**src/rtl/if_id_dual_reg_pkg.sv**
```systemverilog
// Shared pipeline constants for the dual-issue IF/ID register:
// the canonical NOP encoding, the instruction width and the FSM state encoding.
package if_id_dual_reg_pkg;

  localparam int          INSN_WIDTH   = 32;
  localparam logic [31:0] PKG_NOP_INSN = 32'h0000_0013;

  typedef enum logic {
    NORMAL = 1'b0,
    REPLAY = 1'b1
  } ifid_state_e;

endpackage

```
**src/rtl/if_id_dual_reg_slot.sv**
```systemverilog
// One IF/ID slot: instruction, PC and valid bit.
// Kill wins over load.
// When neither kill nor load is asserted the slot holds.
// A kill or an invalid load stores the NOP word.
// A kill leaves the PC untouched.
module ifid_slot_reg
  import if_id_dual_reg_pkg::*;
#(
  parameter int          ADDR_WIDTH = 32,
  parameter logic [31:0] NOP_INSN   = PKG_NOP_INSN
) (
  input  logic                  clk,
  input  logic                  rst,
  input  logic                  kill,
  input  logic                  load,
  input  logic [INSN_WIDTH-1:0] insn_in,
  input  logic [ADDR_WIDTH-1:0] pc_in,
  input  logic                  valid_in,
  output logic [INSN_WIDTH-1:0] insn,
  output logic [ADDR_WIDTH-1:0] pc,
  output logic                  valid
);

  // Slot storage: reset to an empty NOP slot, then kill > load > hold.
  always_ff @(posedge clk or posedge rst) begin
    if (rst) begin
      insn  <= NOP_INSN;
      pc    <= '0;
      valid <= 1'b0;
    end else if (kill) begin
      insn  <= NOP_INSN;
      valid <= 1'b0;
    end else if (load) begin
      insn  <= valid_in ? insn_in : NOP_INSN;
      pc    <= pc_in;
      valid <= valid_in;
    end
  end

endmodule

```
**src/rtl/if_id_dual_reg.sv**
```systemverilog
// Dual-slot IF/ID pipeline register with replay of slot 1.
// The FSM has two states, NORMAL and REPLAY.
// A replay moves the un-issued slot 1 into slot 0 for one cycle.
// While that happens, fetch_hold_o keeps fetch from advancing.
// Optional build macro IFID_STAT_EN adds three 32-bit event counters:
// stall cycles, flush cycles and replay entries.
module if_id_dual_reg
  import if_id_dual_reg_pkg::*;
#(
  parameter int          ADDR_WIDTH = 32,
  parameter logic [31:0] NOP_INSN   = PKG_NOP_INSN
) (
  input  logic                  clk,
  input  logic                  rst,
  input  logic [INSN_WIDTH-1:0] f_insn0_i,
  input  logic [INSN_WIDTH-1:0] f_insn1_i,
  input  logic [ADDR_WIDTH-1:0] f_pc0_i,
  input  logic [ADDR_WIDTH-1:0] f_pc1_i,
  input  logic [1:0]            f_valid_i,
  input  logic                  stall_i,
  input  logic                  flush_i,
  input  logic                  kill1_i,
  input  logic                  replay_i,
  output logic [INSN_WIDTH-1:0] d_insn0_o,
  output logic [INSN_WIDTH-1:0] d_insn1_o,
  output logic [ADDR_WIDTH-1:0] d_pc0_o,
  output logic [ADDR_WIDTH-1:0] d_pc1_o,
  output logic [1:0]            d_valid_o,
  output logic                  fetch_hold_o,
`ifdef IFID_STAT_EN
  output logic [31:0]           stat_stall_o,
  output logic [31:0]           stat_flush_o,
  output logic [31:0]           stat_replay_o,
`endif
  output logic                  replay_busy_o
);

  ifid_state_e           state;
  ifid_state_e           next_state;
  logic                  replay_take;
  logic                  kill0;
  logic                  load0;
  logic                  kill1;
  logic                  load1;
  logic [INSN_WIDTH-1:0] src_insn0;
  logic [ADDR_WIDTH-1:0] src_pc0;
  logic                  src_valid0;
  logic                  valid0;
  logic                  valid1;

  // A replay is only honoured from NORMAL when there is a valid slot 1 to re-present.
  assign replay_take  = (state == NORMAL) && replay_i && d_valid_o[1];
  assign fetch_hold_o = replay_take || stall_i;
  assign d_valid_o    = {valid1, valid0};

  // State register.
  always_ff @(posedge clk or posedge rst) begin
    if (rst) begin
      state         <= NORMAL;
      replay_busy_o <= 1'b0;
    end else begin
      state         <= next_state;
      replay_busy_o <= (next_state == REPLAY);
    end
  end

  // Next state and slot controls, priority flush > stall > replay > kill1 > load.
  always_comb begin
    next_state = state;
    kill0      = 1'b0;
    load0      = 1'b0;
    kill1      = 1'b0;
    load1      = 1'b0;
    src_insn0  = f_insn0_i;
    src_pc0    = f_pc0_i;
    src_valid0 = f_valid_i[0];
    if (flush_i) begin
      kill0      = 1'b1;
      kill1      = 1'b1;
      next_state = NORMAL;
    end else if (stall_i) begin
      next_state = state;
    end else if (replay_take) begin
      load0      = 1'b1;
      src_insn0  = d_insn1_o;
      src_pc0    = d_pc1_o;
      src_valid0 = valid1;
      kill1      = 1'b1;
      next_state = REPLAY;
    end else if (kill1_i) begin
      load0      = 1'b1;
      kill1      = 1'b1;
      next_state = NORMAL;
    end else begin
      load0      = 1'b1;
      load1      = 1'b1;
      next_state = NORMAL;
    end
  end

  ifid_slot_reg #(
    .ADDR_WIDTH (ADDR_WIDTH),
    .NOP_INSN   (NOP_INSN)
  ) u_slot0 (
    .clk      (clk),
    .rst      (rst),
    .kill     (kill0),
    .load     (load0),
    .insn_in  (src_insn0),
    .pc_in    (src_pc0),
    .valid_in (src_valid0),
    .insn     (d_insn0_o),
    .pc       (d_pc0_o),
    .valid    (valid0)
  );

  ifid_slot_reg #(
    .ADDR_WIDTH (ADDR_WIDTH),
    .NOP_INSN   (NOP_INSN)
  ) u_slot1 (
    .clk      (clk),
    .rst      (rst),
    .kill     (kill1),
    .load     (load1),
    .insn_in  (f_insn1_i),
    .pc_in    (f_pc1_i),
    .valid_in (f_valid_i[1]),
    .insn     (d_insn1_o),
    .pc       (d_pc1_o),
    .valid    (valid1)
  );

`ifdef IFID_STAT_EN
  // Event counters.
  // The counters wrap naturally.
  // Stall and flush cycles are counted whatever else is happening.
  always_ff @(posedge clk or posedge rst) begin
    if (rst) begin
      stat_stall_o  <= '0;
      stat_flush_o  <= '0;
      stat_replay_o <= '0;
    end else begin
      if (stall_i) begin
        stat_stall_o <= stat_stall_o + 32'd1;
      end
      if (flush_i) begin
        stat_flush_o <= stat_flush_o + 32'd1;
      end
      if (replay_take && !flush_i && !stall_i) begin
        stat_replay_o <= stat_replay_o + 32'd1;
      end
    end
  end
`endif

endmodule

```
**config.mk**
```make
export PLATFORM = sky130hd
export DESIGN_NAME = if_id_dual_reg
export DESIGN_NICKNAME = d
export VERILOG_FILES = /design/src/rtl/if_id_dual_reg_pkg.sv /design/src/rtl/if_id_dual_reg_slot.sv /design/src/rtl/if_id_dual_reg.sv
export SDC_FILE = /design/constraint.sdc
export NUM_CORES = 1
export LEC_CHECK = 0
export CAP_MARGIN = 10
export CORE_AREA = 4 4 111 134
export DETAILED_ROUTE_END_ITERATION = 12
export DIE_AREA = 0 0 115 138
export PLACE_DENSITY = 0.78
export SLEW_MARGIN = 20
export SYNTH_ARGS = -nofsm -noshare
export SYNTH_HDL_FRONTEND = slang
export SYNTH_SLANG_ARGS = --single-unit
```
**constraint.sdc**
```tcl
create_clock -name clk -period 5.05 [get_ports clk]
set_input_delay 1.01 -clock clk [delete_from_list [all_inputs] [get_ports clk]]
set_output_delay 1.01 -clock clk [all_outputs]
set_load 0.005 [all_outputs]
```
Word level (Yosys, flattened, before mapping)

Index checks and enable logic that the tools add are counted.

Register bits after elaboration: 131
Input port bits: 136
Output and inout port bits: 132
Word-level logic and storage cells: 51

Eq/ne operators: 1
Muxes and demuxes: 33
Bitwise logic cells: 3
Reduce and logical (&&, ||, !) cells: 7

Operators by type and width:

| kind                                                   | number |
|---|---|
| 2-to-1 mux 32 bit                                      | 12 |
| 2-to-1 mux 1 bit                                       | 21 |
| AND reduction 2 bit                                    | 2 |
| nonzero test 2 bit                                     | 2 |
| NOT 1 bit                                              | 3 |
| logical AND 1 bit                                      | 2 |
| inequality test 2 x 1 -> 1 bit (second input constant) | 1 |
| logical OR 1 bit                                       | 1 |

Logic depth before layout (Yosys ltp)

Depth in word-level cells: 9
Mapped depth: 6

Modules after synthesis

Synthesis repeated with hierarchy kept, for this count alone.

Cell total of the unflattened synthesis: 495
Area, all modules: 6555.0 µm²

Modules (own cells, without submodules):

| module         | times used | cells each | area each (µm²) |
|---|---|---|---|
| ifid_slot_reg  | 2          | 205        | 2735.1 |
| if_id_dual_reg | 1          | 85         | 1084.8 |

Worst setup path after synthesis

Ideal clock, no wire load.

Path type: input-to-output
Start: input port replay_i
End: output port fetch_hold_o
Arrival time: 1594 ps
Required time: 4040 ps
Path slack: 2446 ps
Stages: 4
Buffers on the path: 2
Cells stage by stage: nand3b_1 buf_4 buf_2 nand2b_1

Word-level cells in the longest chain between the ends: 3

RTL lines:

| element                         | RTL line             | source |
|---|---|---|
| from (decl)                     | if_id_dual_reg.sv:23 | `input logic replay_i,` |
| logical AND 1 bit (2 in series) | if_id_dual_reg.sv:52 | `assign replay_take = (state == NORMAL) && replay_i && d_valid_o[1];` |
| logical OR 1 bit                | if_id_dual_reg.sv:53 | `assign fetch_hold_o = replay_take \|\| stall_i;` |
| to (decl)                       | if_id_dual_reg.sv:29 | `output logic fetch_hold_o,` |

Every way passes these cells.

Final worst setup path

Start: input port stall_i
End: output port fetch_hold_o

Word-level cells in the longest chain between the ends: 1

RTL lines:

| element          | RTL line             | source |
|---|---|---|
| from (decl)      | if_id_dual_reg.sv:20 | `input logic stall_i,` |
| logical OR 1 bit | if_id_dual_reg.sv:53 |  |

Every way passes these cells.

==> impl_summary.md <==
CTS
Counting the buffers created by CTS gives 17. The depth of the CTS H-tree is 4. The maximum number of buffers from clock root to sink is 2. The root buffer cell chosen for the clock tree is sky130_fd_sc_hd__clkbuf_16. The clock latency on the worst-skew pair is 0.40 ns. Buffers added to address setup during post-CTS repair amount to 0. The clock transition time at the flip-flop clock pins of the worst setup and hold paths is 0.06 ns. The post-CTS resize count is 0. The clock sink count is 131.

TritonCTS built the clock tree. After clock tree synthesis, the flow added hold-fix buffers numbering 0.

Worst setup path
The worst setup path is of the input port to output pin kind. Among all stages on the critical path, the largest delay is contributed by sky130_fd_sc_hd__clkdlybuf4s50_1. The data required time of the critical path is 4.04 ns. The stage delay of the slowest cell on the critical path is 0.59 ns. The cell count along the critical path is 3. The biggest fanout along the worst timing path is 6. The cell that appears most often on the critical path is sky130_fd_sc_hd__clkdlybuf4s50_1. The startpoint type of the worst setup path is an input port.

Broken down by cell family, the worst path's largest delay share belongs to buffers and inverters. The data arrival time of the worst path is 2.24 ns. The worst-case reg-to-reg path depth is 5. The signal on the critical path passes through clkdlybuf4s50_1 > nand2b_1 > clkdlybuf4s50_1. The kind of capture point of the worst setup path is an output pin. The number of buffers and inverters on the critical path is 2.

Yosys
The number of synthesis warnings is 0. The mapped cell area is 5430 um^2. Synthesis handed over a netlist of 436 instances.

The per-instance average area after synthesis is 12.5 um^2. The total nets after synthesis is 572. The sequential fraction of the synthesis area is 60.5%. In this run, synthesis produced a sequential element count of 131. The unique cell type count in the Yosys netlist is 25.

Layout
The number of antenna diodes in the final layout is 0. For this run, the post-layout net count is 831. The number of fill cells is 1088. The proportion of layout cells with a drive suffix above 1 is 7.20%. In the layout the commonest cells are 267 x sky130_fd_sc_hd__clkdlybuf4s50_1, 125 x sky130_fd_sc_hd__dfrtp_1, 67 x sky130_fd_sc_hd__nand2_1.

After routing the design area is 8750 um^2. The layout overhead on the synthesized area is 61.1%. The library cell used most frequently in the layout, excluding fill and tap cells, is sky130_fd_sc_hd__clkdlybuf4s50_1. For this run, the number of standard cells in the final layout without fillers is 879.

Min path
The path class of the tightest hold or removal check is flip-flop to flip-flop. The worst hold path was traced through 2 stages.

Run status
The run finished with clean final reports.

Timing
Setup repair after global routing left no endpoint under its margin. The worst-margin pin slew is 0.982 ns. The highest attainable clock frequency is 307 MHz. After layout, the worst path uses 64.4% of the clock period. The number of pins with negative max-slew slack in the final report was 0. The final critical-path required period is 3.25 ns. The hold violation total from the final report is 0. The final setup violation count is 0. Setup total negative slack on the finished layout was measured at 0 ns. The worst hold slack is 0.480 ns.

The headroom to the max-slew limit is 34.5%. For the final database, setup skew stands at 0.00860 ns.

Floorplanning
The floorplan step defined a core boundary enclosing 13600 um^2. Measured along the x axis, the die boundary spans 115 um. The count of boundary I/O pins is 268. The height of the chip is 138 um.

The floorplan has 47 rows. The effective utilization at floorplan is 39.8%. The die covers 15900 um^2.

Routing
The detailed router finished its first iteration with 214 violations. After detailed routing, the total wire length is 16600 um. For this run, the detailed router's first-pass iteration total came to 4. The via density per instance is 5.01.

Once detail routing completed, the nets flagged for antenna violations numbered 0. The detailed router placed 4404 vias in this run. Dividing the detail-routed wire length by the instance count gives 18.9 um.

The detailed-route DRC error count is 0.

Global route
Entering global routing, the biggest net connects 78 pins. The number of global-route vias before repair is 4882. The initial antenna violation count was 0. The total overflow left after global routing is 0. In the global route stage, overall resource usage came out at 20.7%.

The first global-routing pass estimated 25700 um of wire.

Pwr
The static leakage is 3.85 nW. The maximum resistive drop on vdd is 0.225 mV. Summing internal, switching and leakage power gives 2.88 mW. Dividing total power by cell area gives a power density of 329 nW/um^2.

Placed design
The final weighted congestion of routability-driven global placement is 0.778. The number of cells in the design after placement is 847. The post-DP HPWL is 12300 um.

The placed standard-cell area is 8190 um^2. The count of buffers from port buffering is 267.

Flow run
The tool flagged a number of max-cap violations equal to 0.
-- sequential cells by signal, summed over array words and instances, names as in the netlist --
signal         count
u_slot0.pc        32
u_slot1.pc        32
state              1
u_slot0.insn      32
u_slot1.insn      32
u_slot1.valid      1
u_slot0.valid      1
-- path summary, 6_finish.rpt --
check	startpoint	end	slack, ns
min reg2reg	u_slot0.pc[7]$_DFFE_PP0P_	u_slot0.pc[7]$_DFFE_PP0P_	0.48
min	u_slot0.pc[7]$_DFFE_PP0P_	u_slot0.pc[7]$_DFFE_PP0P_	0.48
max	stall_i	fetch_hold_o	1.80
min in group asynchronous	rst	u_slot0.insn[17]$_DFFE_PP0P_	1.18
max in group asynchronous	rst	u_slot0.insn[29]$_DFFE_PP0P_	2.86
max reg2reg	u_slot1.valid$_DFFE_PP0P_	u_slot1.pc[4]$_DFFE_PP0P_	2.79
-- Yosys cell counts, drive strengths merged --
master,number,share of area [%]
clkinv,1,0.092
mux2,35,7.3
and4bb,1,0.23
buf,20,2.6
inv,1,0.069
nor2b,1,0.12
mux2i,61,11
o22a,6,0.97
or2,1,0.12
nand3b,1,0.14
nand2,67,4.6
o21ai,62,5.7
clkbuf,13,0.90
a22o,29,4.7
dfstp,6,2.9
dfrtp,125,58
nand3,1,0.092
nor3,1,0.18
and3,1,0.12
a21o,1,0.14
nand2b,2,0.23
-- report_power, final --
part / internal (mW) / total [mW] / switching (mW)
Combinational: 0.329 / 0.506 / 0.177
Sequential: 1.15 / 1.22 / 0.0711
Clock: 0.682 / 1.15 / 0.470
Total: 2.16 / 2.88 / 0.718
-- per-stage QoR --
stage / worst slack (ns) / utilization, %
after floorplan: 0.552 / -
after global placement: 1.61 / 60.0
after detailed placement: 1.47 / 60.0
after CTS: 1.79 / 64.1
after global routing: 1.76 / 64.1
final: 1.80 / 64.1
-- tightest hold or removal path, stage by stage (launching register included) --
cell and delay (ns):
sky130_fd_sc_hd__dfrtp_1 0.34, sky130_fd_sc_hd__nand2_1 0.05, sky130_fd_sc_hd__o21ai_1 0.06
-- layout make-up --
cell class                      count  area (um^2)  share of cell area, %
Clock buffer                       18          429                   4.91
Sequential cell                   131         3290                   37.6
Tap cell                          171          214                   2.45
Clock inverter                     14          129                   1.47
Inverter                            2         11.3                  0.129
Multi-Input combinational cell    270         1960                   22.4
Timing Repair Buffer              273         2720                   31.1
-- cells by family after synthesis --
kind of cell	after synthesis	synth area share [%]
flip-flops	131	60.5
AO/OA/AOI/OAI	98	11.5
multiplexers	96	18.5
AND/OR/NAND/NOR	76	5.85
buffers and inverters	35	3.64
-- per-layer routing --
layer | wire, um | global-route usage (%)
met1 | 6090 | 23.1
met2 | 8500 | 35.4
met3 | 1610 | 8.30
met4 | 373 | 7.35
met5 | 0 | 0
Power figures use the tool's default switching activity.
